--- src/rtl/spike_rate_decoder.sv ---
// Counts spikes over WINDOW enabled cycles and tracks the latest inter-spike interval (ISI).
// rate/rate_valid update on the edge that samples the last window cycle; unconsumed data is overwritten and overrun is set.
module spike_rate_decoder #(
    parameter int WINDOW = 256,
    parameter int CW     = 8
) (
    input  logic          clk,
    input  logic          rst,
    input  logic          en,
    input  logic          spike,
    input  logic          clear,
    output logic [CW-1:0] rate,
    output logic          rate_valid,
    input  logic          rate_ready,
    output logic          overrun,
    output logic [7:0]    isi
);

    localparam int            WW    = (WINDOW > 2) ? $clog2(WINDOW) : 1;
    localparam logic [WW-1:0] WLAST = WW'(WINDOW - 1);
    localparam logic [CW-1:0] CMAX  = '1;

    logic [WW-1:0] wcnt;
    logic [CW-1:0] cnt;
    logic [7:0]    g;

    logic          last_cycle;
    logic          done;
    logic          xfer;
    logic [CW-1:0] cnt_inc;
    logic [7:0]    g_inc;

    assign last_cycle = (wcnt == WLAST);
    assign done       = en && last_cycle;
    assign xfer       = rate_valid && rate_ready;

    // Saturating next values; cnt_inc also folds in a spike on the closing cycle.
    assign cnt_inc = (spike && (cnt != CMAX)) ? cnt + 1'b1 : cnt;
    assign g_inc   = (g != 8'hFF) ? g + 8'd1 : g;

    always_ff @(posedge clk or posedge rst) begin
        if (rst) begin
            wcnt <= '0;
            cnt  <= '0;
            g    <= '0;
            isi  <= '0;
        end else if (clear) begin
            wcnt <= '0;
            cnt  <= '0;
            g    <= '0;
            isi  <= '0;
        end else if (en) begin
            if (last_cycle) begin
                wcnt <= '0;
                cnt  <= '0;
            end else begin
                wcnt <= wcnt + 1'b1;
                cnt  <= cnt_inc;
            end
            if (spike) begin
                isi <= g_inc;
                g   <= '0;
            end else begin
                g <= g_inc;
            end
        end
    end

    // A completion always wins over a transfer on the same edge; overrun only when nobody took the old word.
    always_ff @(posedge clk or posedge rst) begin
        if (rst) begin
            rate       <= '0;
            rate_valid <= 1'b0;
            overrun    <= 1'b0;
        end else if (clear) begin
            rate       <= '0;
            rate_valid <= 1'b0;
            overrun    <= 1'b0;
        end else if (done) begin
            rate       <= cnt_inc;
            rate_valid <= 1'b1;
            if (rate_valid && !rate_ready) begin
                overrun <= 1'b1;
            end
        end else if (xfer) begin
            rate_valid <= 1'b0;
        end
    end

endmodule

--- config.mk ---
export PLATFORM = sky130hd
export DESIGN_NAME = spike_rate_decoder
export DESIGN_NICKNAME = d
export VERILOG_FILES = /design/src/rtl/spike_rate_decoder.sv
export SDC_FILE = /design/constraint.sdc
export NUM_CORES = 1
export LEC_CHECK = 0
export CORE_AREA = 2 2 72 74
export CTS_CLUSTER_DIAMETER = 120
export DETAILED_ROUTE_END_ITERATION = 6
export DIE_AREA = 0 0 74 76
export PLACE_DENSITY_LB_ADDON = 0.15
export SLEW_MARGIN = 5
export SYNTH_ARGS = -nofsm -noshare
export SYNTH_HDL_FRONTEND = slang
export SYNTH_SLANG_ARGS = --single-unit
--- constraint.sdc ---
create_clock -name clk -period 5.2 [get_ports clk]
set_input_delay 1.04 -clock clk [delete_from_list [all_inputs] [get_ports clk]]
set_output_delay 1.04 -clock clk [all_outputs]
set_load 0.02 [all_outputs]
# [After elaboration in Yosys (flattened, before gate mapping)]
# Index checks and enable logic that the tools add are counted.
[op_classes] n_addsub=3 eq_ne=3 n_mux=22 reduce_logical=12
[op_table] cell="$mux 8" count=16
[op_table] cell="$add 8x1->8 const B" count=3
[op_table] cell="$ne 8x8->1 const B" count=2
[op_table] cell="$eq 8x8->1 const B" count=1
[op_table] cell="$reduce_bool 2->1" count=4
[op_table] cell="$mux 1" count=6
[op_table] cell="$logic_and 1x1->1" count=4
[op_table] cell="$reduce_and 2->1" count=2
[op_table] cell="$reduce_bool 3->1" count=1
[op_table] cell="$logic_not 1->1" count=1
[word_totals] register_bits=42 in_bits=6 out_inout_bits=18

# [Logic depth before layout (Yosys ltp)]
# Gate-level depths: netlist of run 1.
[logic_depth] word_depth=6 ltp_mapped=6 depth_no_buf=5

# [Least setup slack after synthesis of run 1]
# No wires, ideal clock.
[synth_timing] path_kind="in2reg" from="in en" to="reg rate[0]" setup_ps=94 arrival_ps=1965 t_required_ps=5106 setup_slack_ps=3141 stages=6 path_cell_list="buf_2 > and3_1 > and3_4 > buf_6 > nor2_1 > a211oi_1"
[synth_between] elab_chain_cells=2
[synth_rtl] element="start: declaration" line="9" text="input logic en,"
[synth_rtl] element="$logic_and 1x1->1" line="34" text="assign done = en && last_cycle;"
[synth_rtl] element="$reduce_bool 2->1 (no source line)"
[synth_rtl] element="end signal: assignment" line="80" text="rate <= cnt_inc;"
[synth_rtl] element="end: declaration" line="12" text="output logic [CW-1:0] rate,"
# Every way passes these cells.
# A chain may end at the register's enable or synchronous reset.

# [Worst setup path after layout of run 1]
[layout_timing] from="in en" to="reg rate[5]"
# The elaborated chain is that of the path after synthesis.

==> results of run 1 <==
cells by family after synthesis:
logic type,count (synthesis)
buf+inv,24
fa+ha+maj,3
mux,6
simple gates,94
compound gates,66
xor+xnor,9
flops,42
worst reg2reg max path, stage by stage, from the launching register on:
cell,delay [ns]
dfrtp_1,0.46
ha_1,0.43
and4_4,0.29
nand2_1,0.16
a31o_2,0.29
a211oi_1,0.23
per-stage QoR:
step | instance area, um^2 | setup WS (ns)
after floorplan | 2320 | 3.14
after global placement | 2560 | 2.03
after detailed placement | 2560 | 1.99
after CTS | 2670 | 2.33
after global routing | 2670 | 2.11
final | 2670 | 2.31
layout make-up:
type | instances | area, um^2 | share of cell area, %
flip-flops and latches | 42 | 1050 | 39.3
clock buffers | 5 | 68.8 | 2.57
multi-input cells | 178 | 1140 | 42.8
inverters | 10 | 37.5 | 1.40
repair buffers | 25 | 245 | 9.17
clock inverters | 3 | 40.0 | 1.50
well taps | 70 | 87.6 | 3.28
per-layer routing:
layer	share of wire [%]	vias up	track usage [%]
met5	0	-	0
met4	1.0	0	7.27
met3	3.2	4	4.76
met2	46	33	28.6
met1	50	916	27.4
li1	-	922	-
synth_stat cells, types with 2 or more instances:
library cell / count / area share, %
o21ai_0: 10 / 2.2
xnor2_1: 4 / 1.5
ha_1: 3 / 1.6
nand2b_1: 7 / 1.9
xor2_1: 5 / 1.9
a21oi_1: 20 / 4.3
nor2b_1: 2 / 0.54
or3_1: 3 / 0.81
nor2_1: 18 / 2.9
buf_6: 3 / 1.5
and3_4: 2 / 0.97
and2_1: 3 / 0.81
nor3_1: 3 / 0.65
nand3b_1: 2 / 0.65
nand2_1: 26 / 4.2
buf_2: 3 / 0.65
mux2i_1: 5 / 2.2
o2111ai_1: 2 / 0.76
a31oi_1: 3 / 0.81
a311oi_1: 4 / 1.5
inv_1: 10 / 1.6
clkbuf_1: 6 / 0.97
nand3_1: 10 / 2.2
a211oi_1: 2 / 0.65
o31ai_1: 5 / 1.6
nand4_1: 7 / 1.9
and4_1: 4 / 1.5
o22ai_1: 4 / 1.1
and3_1: 2 / 0.54
o211ai_1: 6 / 1.9
o21a_1: 2 / 0.65
buf_4: 2 / 0.65
dfrtp_1: 42 / 45
cells in the final DEF (no fill, tap or decap), drive strengths merged, types with 5 or more instances in the layout:
master         instances
nand2b                 7
dfrtp                 42
clkbuf                 5
nand2                 26
o21ai                 11
nand4                  7
clkdlybuf4s50         23
mux2i                  5
o31ai                  5
nand3                 10
nor2                  18
o211ai                 6
inv                    9
a21oi                 20
xor2                   5
and4                   6
power groups by stage:
stage,combinational (mW),clock [mW],sequential (mW)
5_1_grt,0.0505,0.283,0.337
4_1_cts,0.0445,0.264,0.336
6_report,0.0437,0.260,0.336
3_5_place_dp,0.0443,0,0.342
2_1_floorplan,0.0307,0,0.341
3_3_place_gp,0.0440,0,0.342
worst max path at each step:
| stage | from | slack, ns | to |
|---|---|---|---|
| after floorplan | en | 3.14 | rate[0]$_DFFE_PP0P_ |
| after detailed placement | en | 1.99 | g[7]$_DFFE_PP0P_ |
| final | en | 2.31 | rate[5]$_DFFE_PP0P_ |
| after CTS | en | 2.33 | g[7]$_DFFE_PP0P_ |
| after global placement | clear | 2.03 | g[7]$_DFFE_PP0P_ |
| after global routing | en | 2.11 | g[7]$_DFFE_PP0P_ |
sequential cells by signal, summed over array words and instances (netlist names):
name and cells:
cnt 8, g 8, isi 8, overrun 1
rate 8, rate_valid 1, wcnt 8
==> impl_metrics.py, run 1 <==
metrics = {
    "routing": {
        "postRouteAntennaNets": 0,
        "wl_per_cell_um": 14.9,
        "drt-vias-per-instance": 5.63,
        "drtPass1Iterations": 4,
        "vias": 1875,
        "routed_wirelength_mm": 4.96,
        "drc": 0,
        "drt-initial-drc-count": 120,
    },
    "grt": {
        "grt_pass1_wl_mm": 8.47,
        "grt_max_degree": 43,
        "grt.overflow.total": 0,
        "antenna_found_initial": 0,
        "grt_pass1_vias": 1743,
        "grtUsageTotal_pct": 19.4,
    },
    "timing": {
        "setup_tns_ns": 0,
        "tightestPinTransition_ns": 0.899,
        "period_needed_ns": 2.89,
        "period_share_pct": 55.6,
        "final-max-slew-violation-count": 0,
        "report.final.setup_viol": 0,
        "max-slew-margin-rel_pct": 39.9,
        "finalClockSkew_ns": 0.00786,
        "fmax_ghz": 0.346,
        "grt_setup_unrepaired": "no",
        "worst_hold_slack_ns": 0.480,
        "hold_violations": 0,
    },
    "layout": {
        "area_growth_pct": 15.3,
        "num_antenna_cells": 0,
        "final_cells": 333,
        "utilization_pct": 54.4,
        "fillers": 450,
        "layout-drive-gt1-share_pct": 7.98,
        "nNetsFinal": 271,
    },
    "die": {
        "core_um2": 4910,
        "start_util_pct": 47.2,
        "die_x_um": 74,
        "boundaryPins": 24,
        "fp.dieArea_um2": 5620,
        "die_h_um": 76,
        "rows": 26,
    },
    "setup_path": {
        "r2r_end": "g[2]$_DFFE_PP0P_",
        "worstPathArrival_ns": 3.08,
        "critical_path.startpoint_type": "input port",
        "worst-path-stages": 5,
        "r2r-start": "g[0]$_DFFE_PP0P_",
        "cp-end-kind": "flip-flop",
        "slowest_stage": "clkdlybuf4s50_1",
        "rrSetupSlack_ns": 3.25,
        "worstRegToRegCells": 5,
        "cp_max_fo": 27,
        "critPathKind": "in -> reg",
        "crit_required_ns": 5.39,
        "critical-path-top-delay-family": "buffers and inverters",
        "path_cells": "clkdlybuf4s50_1, and3_1, and3_4, nor2_1, a311oi_1",
        "critPathMaxStageDelay_ns": 1.06,
        "worstPathBufferInverterCount": 1,
    },
    "yosys": {
        "synthSimpleGateAreaFrac_pct": 21.7,
        "syn-num-nets": 253,
        "synth_xor_area_share_pct": 3.40,
        "avgSynthCellArea_um2": 9.50,
        "synth_compound_area_share_pct": 20.0,
        "syn_inst": 244,
        "ys_seq_elements": 42,
        "yosys_warnings": 0,
        "synth-edff-count": 0,
        "ys_types": 47,
        "yosys-mux-area-fraction_pct": 2.64,
        "synth-adder-area-share_pct": 1.62,
        "synthFlopType": "dfrtp_1",
        "synth_top_family_by_area": "simple AND/OR/NAND/NOR gates",
        "syn-cell-area_um2": 2320,
        "ys_seq_area_share_pct": 45.3,
        "async_reset_ff_share_pct": 100,
    },
    "cts": {
        "postCtsHoldBufs": 0,
        "clock_sinks": 42,
        "cts_tree": "yes",
        "numCtsBuffers": 5,
        "clk_pin_slew_worst_paths_ns": 0.09,
        "cts-root-buf": "clkbuf_8",
        "cts.repair.resized": 0,
        "cts_setup_buffers": 0,
        "cts_buffer_depth": 2,
        "cts_max_level": 2,
        "clk_latency_ns": 0.30,
    },
    "pwr": {
        "p_int_mw": 0.487,
        "pwr-share-comb_pct": 6.8,
        "power_mw": 0.640,
        "p_switching_mw": 0.152,
        "clkPwrFrac_pct": 40.7,
        "seq_power_share_pct": 52.5,
        "p_sw_share_pct": 23.8,
        "powerDensity_nw_per_um2": 239,
        "ir_drop_mv": 0.157,
        "p_leak_nw": 1.01,
    },
    "min_path": {
        "hold_end": "isi[1]$_DFFE_PP0P_",
        "hold_class": "reg -> reg",
        "min_from": "isi[1]$_DFFE_PP0P_",
        "hold_depth": 2,
    },
    "placed_design": {
        "place_congestion": 0.837,
        "hpwl_mm": 3.29,
        "numPortBuffers": 23,
        "dp_cells": 325,
    },
    "run": {
        "maxCapViolCount": 0,
    },
    "run_status": {
        "status": "finished clean",
    },
}
(Power assumes the default switching activity.)
==> run 2: changes to the inputs <==
==> constraint.sdc (replaced) <==
create_clock -name clk -period 2.5 [get_ports clk]
set_input_delay 0.5 -clock clk [delete_from_list [all_inputs] [get_ports clk]]
set_output_delay 0.5 -clock clk [all_outputs]
set_load 0.02 [all_outputs]
==> run 2 against run 1 <==
  * Non-clock buffer count rose by 6
  * Highest routed layer unchanged
  * Die area did not move
  * Cell count rose by 1.8%
  * Critical path type is now reg -> reg
==> impl_metrics.py, run 2 (synthesis results as in run 1) <==
metrics = {
    "run_status": {
        "status": "finished clean",
    },
    "timing": {
        "report.final.setup_viol": 0,
        "max-slew-margin-rel_pct": 49.7,
        "setup_tns_ns": 0,
        "final-max-slew-violation-count": 0,
        "tightestPinTransition_ns": 0.749,
        "grt_setup_unrepaired": "no",
        "finalClockSkew_ns": 0.00472,
        "hold_violations": 0,
        "period_needed_ns": 1.94,
        "fmax_ghz": 0.516,
        "period_share_pct": 77.6,
    },
    "run": {
        "maxCapViolCount": 0,
    },
    "die": {
        "die_x_um": 74,
        "fp.dieArea_um2": 5620,
        "boundaryPins": 24,
        "rows": 26,
        "start_util_pct": 47.2,
        "core_um2": 4910,
        "die_h_um": 76,
    },
    "cts": {
        "cts_setup_buffers": 0,
        "postCtsHoldBufs": 0,
        "clk_pin_slew_worst_paths_ns": 0.08,
        "clk_latency_ns": 0.30,
        "clock_sinks": 42,
        "numCtsBuffers": 5,
        "cts_buffer_depth": 2,
        "cts-root-buf": "clkbuf_8",
        "cts_max_level": 2,
        "cts_tree": "yes",
        "cts.repair.resized": 0,
    },
    "grt": {
        "grtUsageTotal_pct": 18.9,
        "grt_pass1_vias": 1724,
        "grt_pass1_wl_mm": 8.36,
        "antenna_found_initial": 0,
        "grt.overflow.total": 0,
        "grt_max_degree": 27,
    },
    "setup_path": {
        "slowest_stage": "dfrtp_1",
        "r2r_end": "g[2]$_DFFE_PP0P_",
        "critical_path.startpoint_type": "flip-flop",
        "crit_required_ns": 2.71,
        "worstPathArrival_ns": 2.15,
        "r2r-start": "g[0]$_DFFE_PP0P_",
        "worstRegToRegCells": 5,
        "cp_max_fo": 10,
        "rrSetupSlack_ns": 0.56,
        "path_cells": "ha_1, and4_4, nand2_1, a31o_2, a211oi_1",
        "critPathKind": "reg -> reg",
        "cp-end-kind": "flip-flop",
        "critPathMaxStageDelay_ns": 0.46,
        "crit_start": "g[0]$_DFFE_PP0P_",
    },
    "pwr": {
        "p_leak_nw": 1.03,
        "ir_drop_mv": 0.299,
        "powerDensity_nw_per_um2": 464,
    },
    "placed_design": {
        "place_congestion": 0.875,
        "numPortBuffers": 23,
        "hpwl_mm": 3.44,
    },
    "routing": {
        "drt-initial-drc-count": 171,
        "vias": 1876,
        "drt-vias-per-instance": 5.53,
        "wl_per_cell_um": 14.1,
        "routed_wirelength_mm": 4.80,
        "postRouteAntennaNets": 0,
        "drc": 0,
        "drtPass1Iterations": 4,
    },
    "layout": {
        "layout-drive-gt1-share_pct": 10.0,
        "area_growth_pct": 16.7,
        "num_antenna_cells": 0,
        "layout_commonest_cell": "dfrtp_1",
        "nNetsFinal": 277,
        "utilization_pct": 55.1,
        "mostFrequentLayoutCells": "dfrtp_1, nand2_1, clkdlybuf4s50_1",
    },
    "min_path": {
        "min_from": "isi[6]$_DFFE_PP0P_",
        "hold_end": "isi[6]$_DFFE_PP0P_",
        "hold_class": "reg -> reg",
        "hold_depth": 2,
    },
}
[run 2: cell count changes in the layout (fill, tap and decap cells not counted)]
| cell | previous run | this run |
|---|---|---|
| buf_4 | 2 | 8 |
| clkbuf_8 | 5 | 6 |
| clkinvlp_4 | 0 | 1 |
| clkinv_2 | 2 | 1 |
| bufinv_16 | 1 | 0 |
[run 2: worst max-delay path by stage]
| stage | endpoint | slack, ns | cells past startpoint |
|---|---|---|---|
| 4_1_cts | g[2]$_DFFE_PP0P_ | 0.57 | 5 |
| 6_report | g[2]$_DFFE_PP0P_ | 0.56 | 5 |
| 3_5_place_dp | cnt[3]$_DFFE_PP0P_ | 0.39 | 5 |
| 3_3_place_gp | cnt[3]$_DFFE_PP0P_ | 0.42 | 5 |
| 2_1_floorplan | g[6]$_DFFE_PP0P_ | 0.84 | 6 |
| 5_1_grt | g[2]$_DFFE_PP0P_ | 0.33 | 5 |
[run 2: per-stage QoR]
| stage | hold WS [ns] | std cells | cell area [um^2] | setup slack [ns] | total power [mW] |
|---|---|---|---|---|---|
| after floorplan | 0.502 | 244 | 2320 | 0.838 | 0.773 |
| after global placement | 0.462 | 331 | 2610 | 0.421 | 0.812 |
| after detailed placement | 0.465 | 331 | 2610 | 0.388 | 0.812 |
| after CTS | 0.483 | 339 | 2710 | 0.571 | 1.28 |
| after global routing | 0.519 | 339 | 2710 | 0.327 | 1.32 |
| final | 0.477 | 339 | 2710 | 0.561 | 1.26 |
[run 2: critical path: cells and delay by family (launching register included)]
| kind | cells | cell delay [ns] |
|---|---|---|
| fa+ha+maj | 1 | 0.45 |
| compound gates | 2 | 0.51 |
| simple gates | 2 | 0.44 |
| flops | 1 | 0.46 |
[run 2: metal layers]
metal / GRT usage, % / part of all wire (%)
met1: 27.0 / 47
met2: 27.9 / 47
met3: 4.37 / 4.4
met4: 6.73 / 1.6
met5: 0 / 0
[run 2: layout make-up]
type | instances | area, um^2
Fill cell | 463 | 2210
Multi-Input combinational cell | 178 | 1140
Sequential cell | 42 | 1050
Timing Repair Buffer | 31 | 290
Tap cell | 70 | 87.6
Clock buffer | 6 | 82.6
Inverter | 10 | 37.5
Clock inverter | 2 | 12.5
[run 2: report_power, final]
| group | switching [mW] | internal [mW] |
|---|---|---|
| clock network | 0.237 | 0.222 |
| logic | 0.0597 | 0.0384 |
| registers | 0.0113 | 0.687 |
| total | 0.308 | 0.948 |
